<file path="src/rtl/dec_pkg.sv">
// Shared constants and state encoding for the decoder scan sequencer.
package dec_pkg;
    localparam int NUM_CH = 8;
    localparam int SEL_W  = 3;

    typedef enum logic [1:0] {IDLE, DWELL, GAP} scan_state_t;
endpackage

</file>
<file path="src/rtl/ch_find_next.sv">
// Combinational next-channel search: next set bit above cur, circling to the lowest.
module ch_find_next
    import dec_pkg::*;
(
    input  logic [NUM_CH-1:0] mask,
    input  logic [SEL_W-1:0]  cur,
    input  logic              from_start,
    output logic [SEL_W-1:0]  nxt,
    output logic              wrap
);
    logic [SEL_W-1:0] lo;
    logic [SEL_W-1:0] hi;
    logic             lo_found;
    logic             hi_found;

    always_comb begin
        lo       = '0;
        hi       = '0;
        lo_found = 1'b0;
        hi_found = 1'b0;
        for (int i = 0; i < NUM_CH; i++) begin
            if (mask[i] && !lo_found) begin
                lo       = SEL_W'(i);
                lo_found = 1'b1;
            end
            if (mask[i] && !hi_found && (SEL_W'(i) > cur)) begin
                hi       = SEL_W'(i);
                hi_found = 1'b1;
            end
        end
        // With no higher bit the search circles back to the lowest set bit.
        nxt  = (from_start || !hi_found) ? lo : hi;
        wrap = !from_start && !hi_found;
    end
endmodule

</file>
<file path="src/rtl/dec_scan_ctrl.sv">
// Scan sequencer driving a 3-to-8 decoder: dwell per masked channel, one-cycle gap between.
module dec_scan_ctrl
    import dec_pkg::*;
#(
    parameter int DWELL_W = 8
) (
    input  logic               clk,
    input  logic               rst_n,
    input  logic               start,
    input  logic               stop,
    input  logic               cont,
    input  logic [NUM_CH-1:0]  mask,
    input  logic [DWELL_W-1:0] dwell,
    output logic               en,
    output logic [SEL_W-1:0]   a,
    output logic               busy,
    output logic               sweep_done
);
    scan_state_t        state;
    logic [DWELL_W-1:0] cnt;
    logic [NUM_CH-1:0]  mask_sh;
    logic [DWELL_W-1:0] dwell_sh;
    logic               cont_sh;

    logic [DWELL_W-1:0] dwell_eff;
    logic [SEL_W-1:0]   nxt;
    logic               wrap;
    logic               idle;

    assign idle      = (state == IDLE);
    assign dwell_eff = (dwell_sh == '0) ? DWELL_W'(1) : dwell_sh;

    // In IDLE the live mask gives the first channel; afterwards the shadow copy is searched.
    ch_find_next u_find (
        .mask       (idle ? mask : mask_sh),
        .cur        (a),
        .from_start (idle),
        .nxt        (nxt),
        .wrap       (wrap)
    );

    always_ff @(posedge clk or negedge rst_n) begin
        if (!rst_n) begin
            state      <= IDLE;
            en         <= 1'b0;
            a          <= '0;
            busy       <= 1'b0;
            sweep_done <= 1'b0;
            cnt        <= '0;
            mask_sh    <= '0;
            dwell_sh   <= '0;
            cont_sh    <= 1'b0;
        end else begin
            sweep_done <= 1'b0;
            case (state)
                IDLE: begin
                    if (start && !stop && (mask != '0)) begin
                        mask_sh  <= mask;
                        dwell_sh <= dwell;
                        cont_sh  <= cont;
                        a        <= nxt;
                        en       <= 1'b1;
                        busy     <= 1'b1;
                        cnt      <= DWELL_W'(1);
                        state    <= DWELL;
                    end
                end
                DWELL: begin
                    if (stop) begin
                        en    <= 1'b0;
                        busy  <= 1'b0;
                        state <= IDLE;
                    end else if (cnt == dwell_eff) begin
                        // Select only moves here, while en is dropping.
                        en         <= 1'b0;
                        a          <= (wrap && !cont_sh) ? a : nxt;
                        sweep_done <= wrap;
                        state      <= GAP;
                    end else begin
                        cnt <= cnt + DWELL_W'(1);
                    end
                end
                GAP: begin
                    // sweep_done doubles as the "this gap ended a sweep" flag.
                    if (stop || (sweep_done && !cont_sh)) begin
                        busy  <= 1'b0;
                        state <= IDLE;
                    end else begin
                        en    <= 1'b1;
                        cnt   <= DWELL_W'(1);
                        state <= DWELL;
                    end
                end
                default: begin
                    en    <= 1'b0;
                    busy  <= 1'b0;
                    state <= IDLE;
                end
            endcase
        end
    end
endmodule

</file>
<file path="config.mk">
export PLATFORM = sky130hd
export DESIGN_NAME = dec_scan_ctrl
export DESIGN_NICKNAME = d
export VERILOG_FILES = /design/src/rtl/dec_pkg.sv /design/src/rtl/ch_find_next.sv /design/src/rtl/dec_scan_ctrl.sv
export SDC_FILE = /design/constraint.sdc
export NUM_CORES = 1
export LEC_CHECK = 0
export BUFFER_PORTS_ARGS = -buffer_cell sky130_fd_sc_hd__buf_2
export CAP_MARGIN = 20
export CORE_ASPECT_RATIO = 0.8
export CORE_MARGIN = 2
export CORE_UTILIZATION = 64
export CTS_BUF_LIST = sky130_fd_sc_hd__clkbuf_4 sky130_fd_sc_hd__clkbuf_8
export DETAILED_ROUTE_END_ITERATION = 10
export PLACE_DENSITY_LB_ADDON = 0.05
export SLEW_MARGIN = 10
export SYNTH_ARGS = -nofsm -noshare
export SYNTH_HDL_FRONTEND = slang
export SYNTH_HIERARCHICAL = 1
export SYNTH_SLANG_ARGS = --single-unit
</file>
<file path="constraint.sdc">
create_clock -name clk -period 4.25 [get_ports clk]
set_input_delay 0.85 -clock clk [delete_from_list [all_inputs] [get_ports clk]]
set_output_delay 0.85 -clock clk [all_outputs]
set_load 0.005 [all_outputs]
</file>
==> out/results.txt <==
run status = finished, final reports clean
fin nets = 247
layout cells sized above 1 = 33.8%
top_reg_cell synth = dfrtp_1
Seq cells post-synth = 33
Yosys top cell area share = 40.8%
placeable core region = 3060 um2
vias in the first global route = 1517
final WL = 4.20 mm
CTS H-tree lvls = 2
Worst Hold Launch = mask_sh[5]
clock root buffer = clkbuf_8
Final ANT Viol Nets = 0
clock sink total = 33
Worst-Margin Slew = 0.707 ns
Max Cap Violations = 0
critical-path maximum fanout = 14
post-synthesis sequential area ratio = 40.8%
drt pass-1 iters = 4
clk_skew = 0.00679 ns
die height = 54.3 um
reg2reg start = state[1]
GRT Util Overall = 25.7%
Site Rows = 18
Post-Synth Simple-Gate Area = 15.9%
TNS Setup = 0 ns
1st-iter DRT viols = 143
Routability Congestion = 0.924
crit path time final = 3.22 ns
dpl hpwl = 3.19 mm
Antenna diodes = 0
Post-route DRC = 0
grt total ovfl = 0
pwr dens = 505 nW/um2
worst setup margin = 1.03 ns
via count = 1654
cells along the critical path = nor2_2, mux2_2, nor2_1, nor3_1, a2111oi_4, and3b_1, a2111oi_0, a21oi_2, mux2_1
drt wl/cell = 15.9 um
Data arrival, critical path = 3.38 ns
Min-Delay Path Class = reg -> reg
WP depth = 9
critical setup path kind = reg -> reg
yosys warns = 6
first-pass GRT wire length = 6.91 mm
Synth-to-Final Area Change = 11.7%
multi-input combinational cell area = 1120 um2
Final Hold Viols = 0
Post-Synthesis Cells = 197
fraction of registers with async set/reset = 100%
EDFF count, synth = 0
Compound-Gate Fraction of Synth Area = 20.3%
Initial Util = 66.1%
TritonCTS clock tree = built
WHS Endpoint = mask_sh[5]
Syn Std Cell Area = 2030 um2
Adder-Cell Fraction of Synth Area = 0.618%
largest net degree at the start of global routing = 34
clock slew at reported path FFs = 0.06 ns
final setup vio count = 0
required time of the critical path = 4.41 ns
Worst VDD drop = 0.330 mV
Slew Viols, Final = 0
# resized after CTS = 0
Distinct cells, synth = 56
final hold slack = 0.503 ns
Place WS = 1.10 ns
FMAX = 0.310 GHz
Worst Hold Depth = 1
Worst path slowest cell = nor2_2
number of port buffers = 26
mux contribution to synthesized area = 16.2%
commonest cells after routing, fill and taps aside = 33 x dfrtp_1, 26 x buf_2, 24 x mux2_2
commonest non-fill, non-tap cell in the layout = dfrtp_1
worst reg2reg endpoint = a[0]
Num CTS Buffers = 5
initial antenna violation count = 0
Worst-Skew Late Latency = 0.27 ns
Fillers = 232
largest family of logic cells by synthesized area = compound AO/OA/AOI/OAI gates
post-synth top area cell = dfrtp_1
Critical Path End Type = flip-flop
Reg area = 826 um2
max incr delay on CP = 0.53 ns
clock buffer depth = 2
crit share post-route = 75.8%
Area contributors post-synth = dfrtp_1 41%, mux2_2 13%, nand2_1 2.6%
Syn Nets = 219
Post-CTS Setup Bufs = 0
Crit path max-delay family = simple AND/OR/NAND/NOR gates
die area = 3630 um2
Synth Area per Inst = 10.3 um2
CP bufs+invs = 0
RSZ-0062 raised after global routing = false
reg2reg setup slack = 1.03 ns
xor-xnor portion of the synthesized cell area = 2.16%
Via density = 6.24
Critical Path Source Type = flip-flop
CTS Hold Bufs = 0
Slew Limit Headroom = 52.8%
Die W = 66.9 um
Worst R2R Path Depth = 9
IO Pins = 27
leakage = 1.03 nW
[logic make-up after synthesis]
family	after synthesis
and+or+nand+nor	60
muxes	29
adders and majority gates	1
DFF	33
AOI/OAI and AO/OA	52
xor gates and xnor gates	5
buffers and inverters	17
[per-layer routing]
metal / global-route usage, % / wire [um]
met5: 0 / 0
met3: 5.56 / 278
met2: 40.0 / 1880
met4: 7.82 / 54
met1: 36.4 / 1990
[registers in the layout, indices dropped and copies added, names as in the netlist]
register	cells
cont_sh	1
a	3
sweep_done	1
mask_sh	8
en	1
cnt	8
state	2
dwell_sh	8
busy	1
[cell type report]
type / instances / share of cell area (%)
clock buffer: 7 / 3.98
inverter: 11 / 1.82
multi-input combinational: 147 / 49.4
sequential: 33 / 36.5
tap: 40 / 2.21
timing repair buffer: 27 / 6.08
[stage by stage]
step / area [um2] / utilization, % / cells / power (W)
6_report: 2260 / 73.9 / 265 / 0.00114
5_1_grt: 2260 / 73.9 / 265 / 0.00122
4_1_cts: 2260 / 73.9 / 265 / 0.00114
3_5_place_dp: 2170 / 71.0 / 258 / 0.000905
3_3_place_gp: 2170 / 71.0 / 258 / 0.000879
2_1_floorplan: 2030 / - / 197 / 0.000799
[worst max path at each step]
stage	endpoint	start	slack, ns
detailed placement	a[0]	state[1]	1.10
floorplan	a[0]	state[1]	1.31
global placement	a[1]	state[1]	1.17
finish	a[0]	state[1]	1.03
CTS	a[0]	state[1]	1.08
global route	a[2]	state[1]	0.85
[cells in the mapped netlist, types with 2 or more instances]
cell type / count
or2_2: 2
buf_2: 2
nor2b_1: 2
a22o_1: 4
nand2_1: 14
mux2_1: 3
mux2_2: 24
nor4_1: 3
nand2b_1: 2
nor3_2: 2
nor3_1: 3
inv_1: 11
xor2_1: 5
nor2_2: 2
and3_1: 2
or3_1: 4
a21o_1: 3
buf_4: 2
o21bai_1: 2
a31oi_1: 2
nand3_1: 5
o21ai_0: 10
nor2_1: 14
dfrtp_1: 33
a21oi_1: 7
a21oi_2: 2
o211ai_1: 3
[power by group]
part	internal, W	leakage, nW	total (W)	switching, W
Sequential	0.000393	0.406	0.000501	0.000108
Combinational	0.000206	0.573	0.000405	0.000199
Clock	0.000135	0.0477	0.000238	0.000103
Note: power is estimated with default switching activity, not from simulation.
